--- src/rtl/bcd_unpack_pkg.sv ---
// Shared constants and types for the bcd_unpack BCD-to-binary converter.
// State codes, digit adjust constants and the minimum output width helper.
package bcd_unpack_pkg;

    localparam logic [1:0] BCDU_IDLE  = 2'd0;
    localparam logic [1:0] BCDU_SHIFT = 2'd1;
    localparam logic [1:0] BCDU_DONE  = 2'd2;

    typedef enum logic [1:0] {
        ST_IDLE  = BCDU_IDLE,
        ST_SHIFT = BCDU_SHIFT,
        ST_DONE  = BCDU_DONE
    } state_t;

    localparam logic [3:0] DIG_MAX    = 4'd9;
    localparam logic [3:0] ADJ_THRESH = 4'd8;
    localparam logic [3:0] ADJ_VAL    = 4'd3;

    // Smallest width w with 2**w >= 10**digits.
    function automatic int bcdu_min_width(input int digits);
        longint unsigned lim;
        int w;
        lim = 64'd1;
        for (int i = 0; i < digits; i++) begin
            lim = lim * 64'd10;
        end
        w = 0;
        while ((64'd1 << w) < lim) begin
            w++;
        end
        return w;
    endfunction

endpackage

--- src/rtl/bcd_digit_adj.sv ---
// One BCD digit of the reverse double-dabble step: subtract 3 when the
// digit is 8 or more, and flag digits above 9 as invalid BCD.
module bcd_digit_adj
    import bcd_unpack_pkg::*;
(
    input  logic [3:0] digit,
    output logic [3:0] adj,
    output logic       invalid
);

    assign adj     = (digit >= ADJ_THRESH) ? digit - ADJ_VAL : digit;
    assign invalid = (digit > DIG_MAX);

endmodule

--- src/rtl/bcd_unpack.sv ---
// Multi-cycle packed-BCD to binary converter, one reverse double-dabble
// iteration per clock, with valid/ready handshakes on both sides.
module bcd_unpack
    import bcd_unpack_pkg::*;
#(
    parameter int DIGITS = 4,
    parameter int OUT_W  = 14
) (
    input  logic                  clk,
    input  logic                  reset_n,
    input  logic                  in_valid,
    output logic                  in_ready,
    input  logic [4*DIGITS-1:0]   in_bcd,
    output logic                  out_valid,
    input  logic                  out_ready,
    output logic [OUT_W-1:0]      out_bin,
    output logic                  out_err,
    output logic                  busy
);

    localparam int BW = 4 * DIGITS;
    localparam int CW = $clog2(OUT_W + 1);

    if (OUT_W < bcdu_min_width(DIGITS)) begin : g_bad_width
        $error("bcd_unpack: OUT_W too small for DIGITS");
    end

    state_t            state;
    state_t            state_nx;
    logic [BW-1:0]     bcd_reg;
    logic [OUT_W-1:0]  bin;
    logic              err;
    logic [CW-1:0]     cnt;

    logic [BW-1:0]     shifted;
    logic [BW-1:0]     dig_src;
    logic [BW-1:0]     adj_bcd;
    logic [DIGITS-1:0] dig_bad;
    logic              any_bad;
    logic              accept;
    logic              last;

    assign shifted = {1'b0, bcd_reg[BW-1:1]};

    // The digit cells validate the input while idle and adjust otherwise.
    assign dig_src = (state == ST_IDLE) ? in_bcd : shifted;

    for (genvar i = 0; i < DIGITS; i++) begin : g_dig
        bcd_digit_adj u_adj (
            .digit   (dig_src[4*i +: 4]),
            .adj     (adj_bcd[4*i +: 4]),
            .invalid (dig_bad[i])
        );
    end

    assign any_bad   = |dig_bad;
    assign in_ready  = (state == ST_IDLE);
    assign out_valid = (state == ST_DONE);
    assign busy      = (state == ST_SHIFT);
    assign accept    = in_valid && in_ready;
    assign last      = (cnt == CW'(OUT_W - 1));
    assign out_bin   = bin;
    assign out_err   = err;

    always_ff @(posedge clk or negedge reset_n) begin
        if (!reset_n) begin
            state <= ST_IDLE;
        end else begin
            state <= state_nx;
        end
    end

    always_comb begin
        state_nx = state;
        unique case (state)
            ST_IDLE: begin
                if (accept) begin
                    state_nx = any_bad ? ST_DONE : ST_SHIFT;
                end
            end
            ST_SHIFT: begin
                if (last) begin
                    state_nx = ST_DONE;
                end
            end
            ST_DONE: begin
                if (out_ready) begin
                    state_nx = ST_IDLE;
                end
            end
            default: state_nx = ST_IDLE;
        endcase
    end

    always_ff @(posedge clk or negedge reset_n) begin
        if (!reset_n) begin
            bcd_reg <= '0;
            bin     <= '0;
            err     <= 1'b0;
            cnt     <= '0;
        end else begin
            unique case (state)
                ST_IDLE: begin
                    if (accept) begin
                        bin <= '0;
                        cnt <= '0;
                        err <= any_bad;
                        if (!any_bad) begin
                            bcd_reg <= in_bcd;
                        end
                    end
                end
                ST_SHIFT: begin
                    bcd_reg <= adj_bcd;
                    bin     <= {bcd_reg[0], bin[OUT_W-1:1]};
                    cnt     <= cnt + CW'(1);
                end
                default: begin
                end
            endcase
        end
    end

endmodule

--- config.mk ---
export PLATFORM = sky130hd
export DESIGN_NAME = bcd_unpack
export DESIGN_NICKNAME = d
export VERILOG_FILES = /design/src/rtl/bcd_unpack_pkg.sv /design/src/rtl/bcd_digit_adj.sv /design/src/rtl/bcd_unpack.sv
export SDC_FILE = /design/constraint.sdc
export NUM_CORES = 1
export LEC_CHECK = 0
export ABC_AREA = 0
export CORE_MARGIN = 10
export CORE_UTILIZATION = 46
export CTS_CLUSTER_DIAMETER = 40
export DETAILED_ROUTE_END_ITERATION = 12
export PLACE_DENSITY = 0.8
export REMOVE_ABC_BUFFERS = 1
export SETUP_SLACK_MARGIN = 0.4
export SLEW_MARGIN = 25
export SYNTH_ARGS = -nofsm -noshare
export SYNTH_HDL_FRONTEND = slang
export SYNTH_SLANG_ARGS = --single-unit
--- constraint.sdc ---
create_clock -name clk -period 1.65 [get_ports clk]
set_input_delay 0.4125 -clock clk [delete_from_list [all_inputs] [get_ports clk]]
set_output_delay 0.4125 -clock clk [all_outputs]
set_load 0.1 [all_outputs]
# Word-level counts from Yosys, hierarchy flattened

Index checks and enable logic that the tools add are counted.
Widths: inputs -> output; s select.

Bits in registers: 37

Add/sub/neg operators: 5
Order comparisons: 8
Equality and inequality tests: 7
Muxes and demuxes: 17
Reductions and logical operators: 8

Operators with widths:

| cell                | count |
|---|---|
| $mux 16             | 3 |
| $pmux 16 s2         | 1 |
| $pmux 14 s2         | 1 |
| $mux 4              | 5 |
| $ge 4x4->1 const B  | 4 |
| $gt 4x4->1 const B  | 4 |
| $sub 4x2->4 const B | 4 |
| $mux 14             | 1 |
| $mux 2              | 4 |
| $pmux 4 s2          | 1 |
| $ne 2x1->1 const B  | 3 |
| $pmux 2 s3          | 1 |
| $reduce_and 3->1    | 2 |
| $add 4x1->4 const B | 1 |
| $eq 4x4->1 const B  | 1 |
| $reduce_and 2->1    | 2 |
| $reduce_or 4->1     | 1 |
| $eq 2x1->1 const B  | 1 |
| $eq 2x2->1 const B  | 1 |
| $logic_not 2->1     | 1 |
| $ne 2x2->1 const B  | 1 |
| $reduce_bool 2->1   | 1 |
| $logic_and 1x1->1   | 1 |

# Depth between registers and ports, before layout

Word-level depth: 7
Mapped depth: 7
Depth with buffers taken out: 5

# Hierarchy

Synthesis repeated with hierarchy kept, for this count alone.

Cell total of the unflattened synthesis: 229
Area, all modules: 2,383.5 sq um

Modules (own cells, without submodules):

| module        | instances | cells each | area each (sq um) | seq. area each (sq um) |
|---|---|---|---|---|
| bcd_unpack    | 1         | 173        | 1,983.2           | 925.9 |
| bcd_digit_adj | 4         | 14         | 100.1             | 0.0 |

# Least setup slack after synthesis

No wires, ideal clock.

Kind: register to output
Start point: register state[0]
End point: output port out_valid
Arrival time: 1.830 ns
Required time: 1.237 ns
Setup slack: -0.593 ns
Stages on the path, launching flop included: 3
Path buffers: 1
Cells stage by stage: dfrtp_1 buf_2 nor2_1

Longest elaborated chain between the ends: 1

RTL lines:

| element                  | RTL line         | RTL |
|---|---|---|
| start: declaration       | bcd_unpack.sv:28 | `state_t state;` |
| start signal: assignment | bcd_unpack.sv:69 | `state <= state_nx;` |
| $eq 2x2->1               | bcd_unpack.sv:58 | `assign out_valid = (state == ST_DONE);` |
| end: declaration         | bcd_unpack.sv:14 | `output logic out_valid,` |

Every way passes these cells.

# Worst setup path in the final report

Start point: register state[1]
End point: output port in_ready

Longest elaborated chain between the ends: 1

RTL lines:

| element          | RTL line         | RTL |
|---|---|---|
| $logic_not 2->1  | bcd_unpack.sv:57 | `assign in_ready = (state == ST_IDLE);` |
| end: declaration | bcd_unpack.sv:12 | `output logic in_ready,` |

Every way passes these cells.

==> impl_metrics.yaml <==
worst_setup_path:
  path_class: "reg -> out"
  cp_slowest_cell: "dfrtp_1"
  crit_path_start_kind: "flop"
  r2r-end: "bcd_reg[1]$_DFFE_PN0P_"
  cpPeakStageDelay_ns: 0.38
  cp_max_fo: 2
  timing.rr.start: "state[1]$_DFFE_PN0P_"
  path_cells: "or2_4 -> buf_6 -> inv_4 -> buf_12"
  crit_buf_inv: 3
  rr_worst_depth: 7
  worst_ep_arrival_time_ns: 1.28
  cpLargestDelayFamily: "flip-flops"
  endpoint_kind: "output pin"
  r2r_slack_ns: 0
  crit_required_ns: 1.24
power:
  power_frac_clock_pct: 17.3
  power_frac_comb_pct: 49.2
  peakVddDrop_v: 0.001039
  p_switching_mw: 1.734
  totalPowerFinal_mw: 4.394
  p_sw_share_pct: 39.47
  seq_power_share_pct: 33.6
  p_per_area_nw_per_um2: 1391
  intPower_mw: 2.660
  p_leak_nw: 1.455
sta:
  max_slew_margin_pct: 74.79
  finClkSkew_ns: 0.007709
  worstMarginPinSlew_ns: 0.3686
  rsz0062_at_grt: "yes"
  drv_slew: 0
  layout_min_cycle_time_ns: 1.691
  max_freq_ghz: 0.5915
  finalCritPeriodShare_pct: 102.5
  timing_hold_violations_final: 0
  finalSetupViolations: 3
  setup_slack_ns: -0.04072
final_layout:
  drive_gt1_share_pct: 47.33
  nFillCells: 225
  largest_reg_flops: 16
  syn_to_final_growth_pct: 69.12
  fin_nets: 284
  multi_input_area_um2: 991.0
  diodes: 0
  stdcell_area_um2: 3159
  regArea_um2: 927.1
status:
  outcome: "finished with violations"
  violations: "negative setup slack"
clock_tree:
  clk_latency_ns: 0.29
  cts_buffers: 5
  cts_root_buffer: "clkbuf_8"
  cts_tree: "built"
  cts.reportedPaths.clkPinSlew_ns: 0.07
  ctsHtreeMaxLevel: 2
  clock_sink_count: 37
  clockBufferDepth: 2
  cts_hold_buf: 0
hold_path:
  min_delay_worst_endpoint: "bcd_reg[13]$_DFFE_PN0P_"
  min_from: "in_bcd[13]"
  whs_path_depth: 4
  hold_path.class: "in -> reg"
synth:
  synth_edf_count: 0
  syn_area_um2: 1868
  synth.distinct_cells: 38
  syn_inst: 172
  ys_seq_area_share_pct: 49.56
  syn_area_per_cell_um2: 10.86
  synth_ff_type: "dfrtp_1"
  yosys_warnings: 0
  ys_async_sr_fraction_pct: 100.0
  yosys_register_bits: 37
detailed_routing:
  wl_per_cell_um: 19.87
  postRouteAntennaNets: 0
  drt-initial-drc-count: 99
  dr.pass1.iters: 4
  wirelength_um: 6199
  drc_errors: 0
  vias_per_cell: 5.824
  via_count: 1817
place:
  globalplace.congestion: 0.7948
  io_buffers: 37
  dp_slack_ns: -0.4714
  dpl_cell_area_um2: 2698
  dp.final_hpwl_um: 3628
floorplanning:
  die_w_um: 83.73
  fp-row-count: 23
  core_um2: 3971
  dieArea_um2: 7010
  initial_utilization_pct: 47.04
  die_h_um: 83.73
  ios: 38
global_route:
  grt_antenna_before_repair: 0
  grt_max_degree: 38
  grt.total_usage_pct: 16.92
  grt_overflow: 0
  grt_pass1_vias: 1958
  grt_pass1_wl_um: 9811
run:
  drv_cap: 0
worst reg2reg max path: stages, from the launching register on:
cell and delay [ns]:
dfrtp_1 0.38, or2_4 0.27, buf_6 0.13, a41oi_4 0.20, nor2_4 0.09, buf_6 0.13, buf_6 0.11, o221a_4 0.24
placed cells by master (no fill, tap or decap), types with 2 or more instances in the layout:
cell type,instances
xnor2_1,3
buf_12,22
a211oi_2,2
nand3_1,2
inv_4,2
buf_6,20
clkdlybuf4s50_1,6
o2111a_1,3
a2bb2oi_1,6
o21ai_2,4
nor3_1,3
mux2_4,4
dfrtp_1,36
a22o_1,15
clkbuf_2,4
o21ai_0,10
nor2_4,2
ha_1,2
buf_2,3
clkbuf_8,5
and3_1,3
buf_4,37
mux2i_1,4
a21oi_1,4
nor2_1,4
mux2_2,5
a211oi_1,4
o221a_4,3
nand2_1,21
inv_1,2
power by group through the flow:
| stage | combinational, mW | clock [mW] | sequential [mW] |
|---|---|---|---|
| after detailed placement | 1.78 | 0 | 1.44 |
| final | 2.16 | 0.759 | 1.47 |
| after global placement | 1.74 | 0 | 1.43 |
| after global routing | 2.29 | 0.815 | 1.51 |
| after CTS | 2.05 | 0.768 | 1.44 |
| after floorplan | 0.938 | 0 | 1.52 |
cells in the mapped netlist, types with 2 or more instances:
cell / n / area [µm²]
a2111oi_0: 3 / 26.28
a211oi_1: 6 / 45.04
a21oi_1: 4 / 20.02
a22o_1: 15 / 131.4
a2bb2oi_1: 6 / 52.55
and3_1: 3 / 18.77
buf_2: 5 / 25.02
clkbuf_1: 3 / 11.26
dfrtp_1: 37 / 925.9
ha_1: 2 / 25.02
inv_1: 5 / 18.77
mux2_2: 5 / 56.30
mux2_4: 4 / 60.06
mux2i_1: 4 / 40.04
nand2_1: 21 / 78.83
nand3_1: 2 / 10.01
nor2_1: 5 / 18.77
nor3_1: 3 / 15.01
o2111a_1: 3 / 33.78
o21ai_0: 14 / 70.07
o221a_2: 3 / 33.78
xnor2_1: 3 / 26.28
worst max-delay path by stage:
| stage | startpoint | endpoint | slack (ns) | cells after the start |
|---|---|---|---|---|
| after global routing | state[1]$_DFFE_PN0P_ | busy | -0.09 | 5 |
| after floorplan | state[1]$_DFFE_PN0P_ | bcd_reg[2]$_DFFE_PN0P_ | -1.04 | 5 |
| after detailed placement | in_bcd[6] | bcd_reg[1]$_DFFE_PN0P_ | -0.47 | 8 |
| after CTS | state[1]$_DFFE_PN0P_ | busy | -0.03 | 5 |
| final | state[1]$_DFFE_PN0P_ | in_ready | -0.04 | 4 |
| after global placement | in_bcd[5] | bcd_reg[1]$_DFFE_PN0P_ | -0.44 | 8 |
routing by layer:
metal  wire [µm]  GRT usage (%)
met1        2405          19.01
met2        3235          29.27
met3         358          4.395
met4         199          7.306
met5           0              0
layout make-up:
class / count / share of cell area [%]
sequential: 37 / 29.35
inverter: 5 / 0.8713
clock buffer: 5 / 2.178
tap: 50 / 1.980
multi-input combinational: 120 / 31.37
timing repair buffer: 93 / 33.15
clock inverter: 2 / 1.109
per-stage QoR:
step                      utilization, %  setup TNS (ns)  instances  hold slack (ns)
after floorplan                        -          -22.34        162           0.1169
after global placement             67.93          -7.756        278           0.4905
after detailed placement           67.93          -8.513        278           0.5009
after CTS                          76.81         -0.1099        306           0.4846
after global routing               79.55         -0.3971        312           0.4850
final                              79.55         -0.1052        312           0.4593
kinds of logic after synthesis:
group	synth area share [%]
AOI/OAI and AO/OA	24.72
xor gates and xnor gates	1.876
adders and majority gates	1.339
buffers and inverters	3.750
DFF	49.56
muxes	8.372
and+or+nand+nor	10.38
timing repair:
action,in CTS,in global routing
buffers inserted,21,6
pin swaps,10,9
endpoints found under the setup margin,55,55
gates resized for setup,73,24
Power figures use the tool's default switching activity.
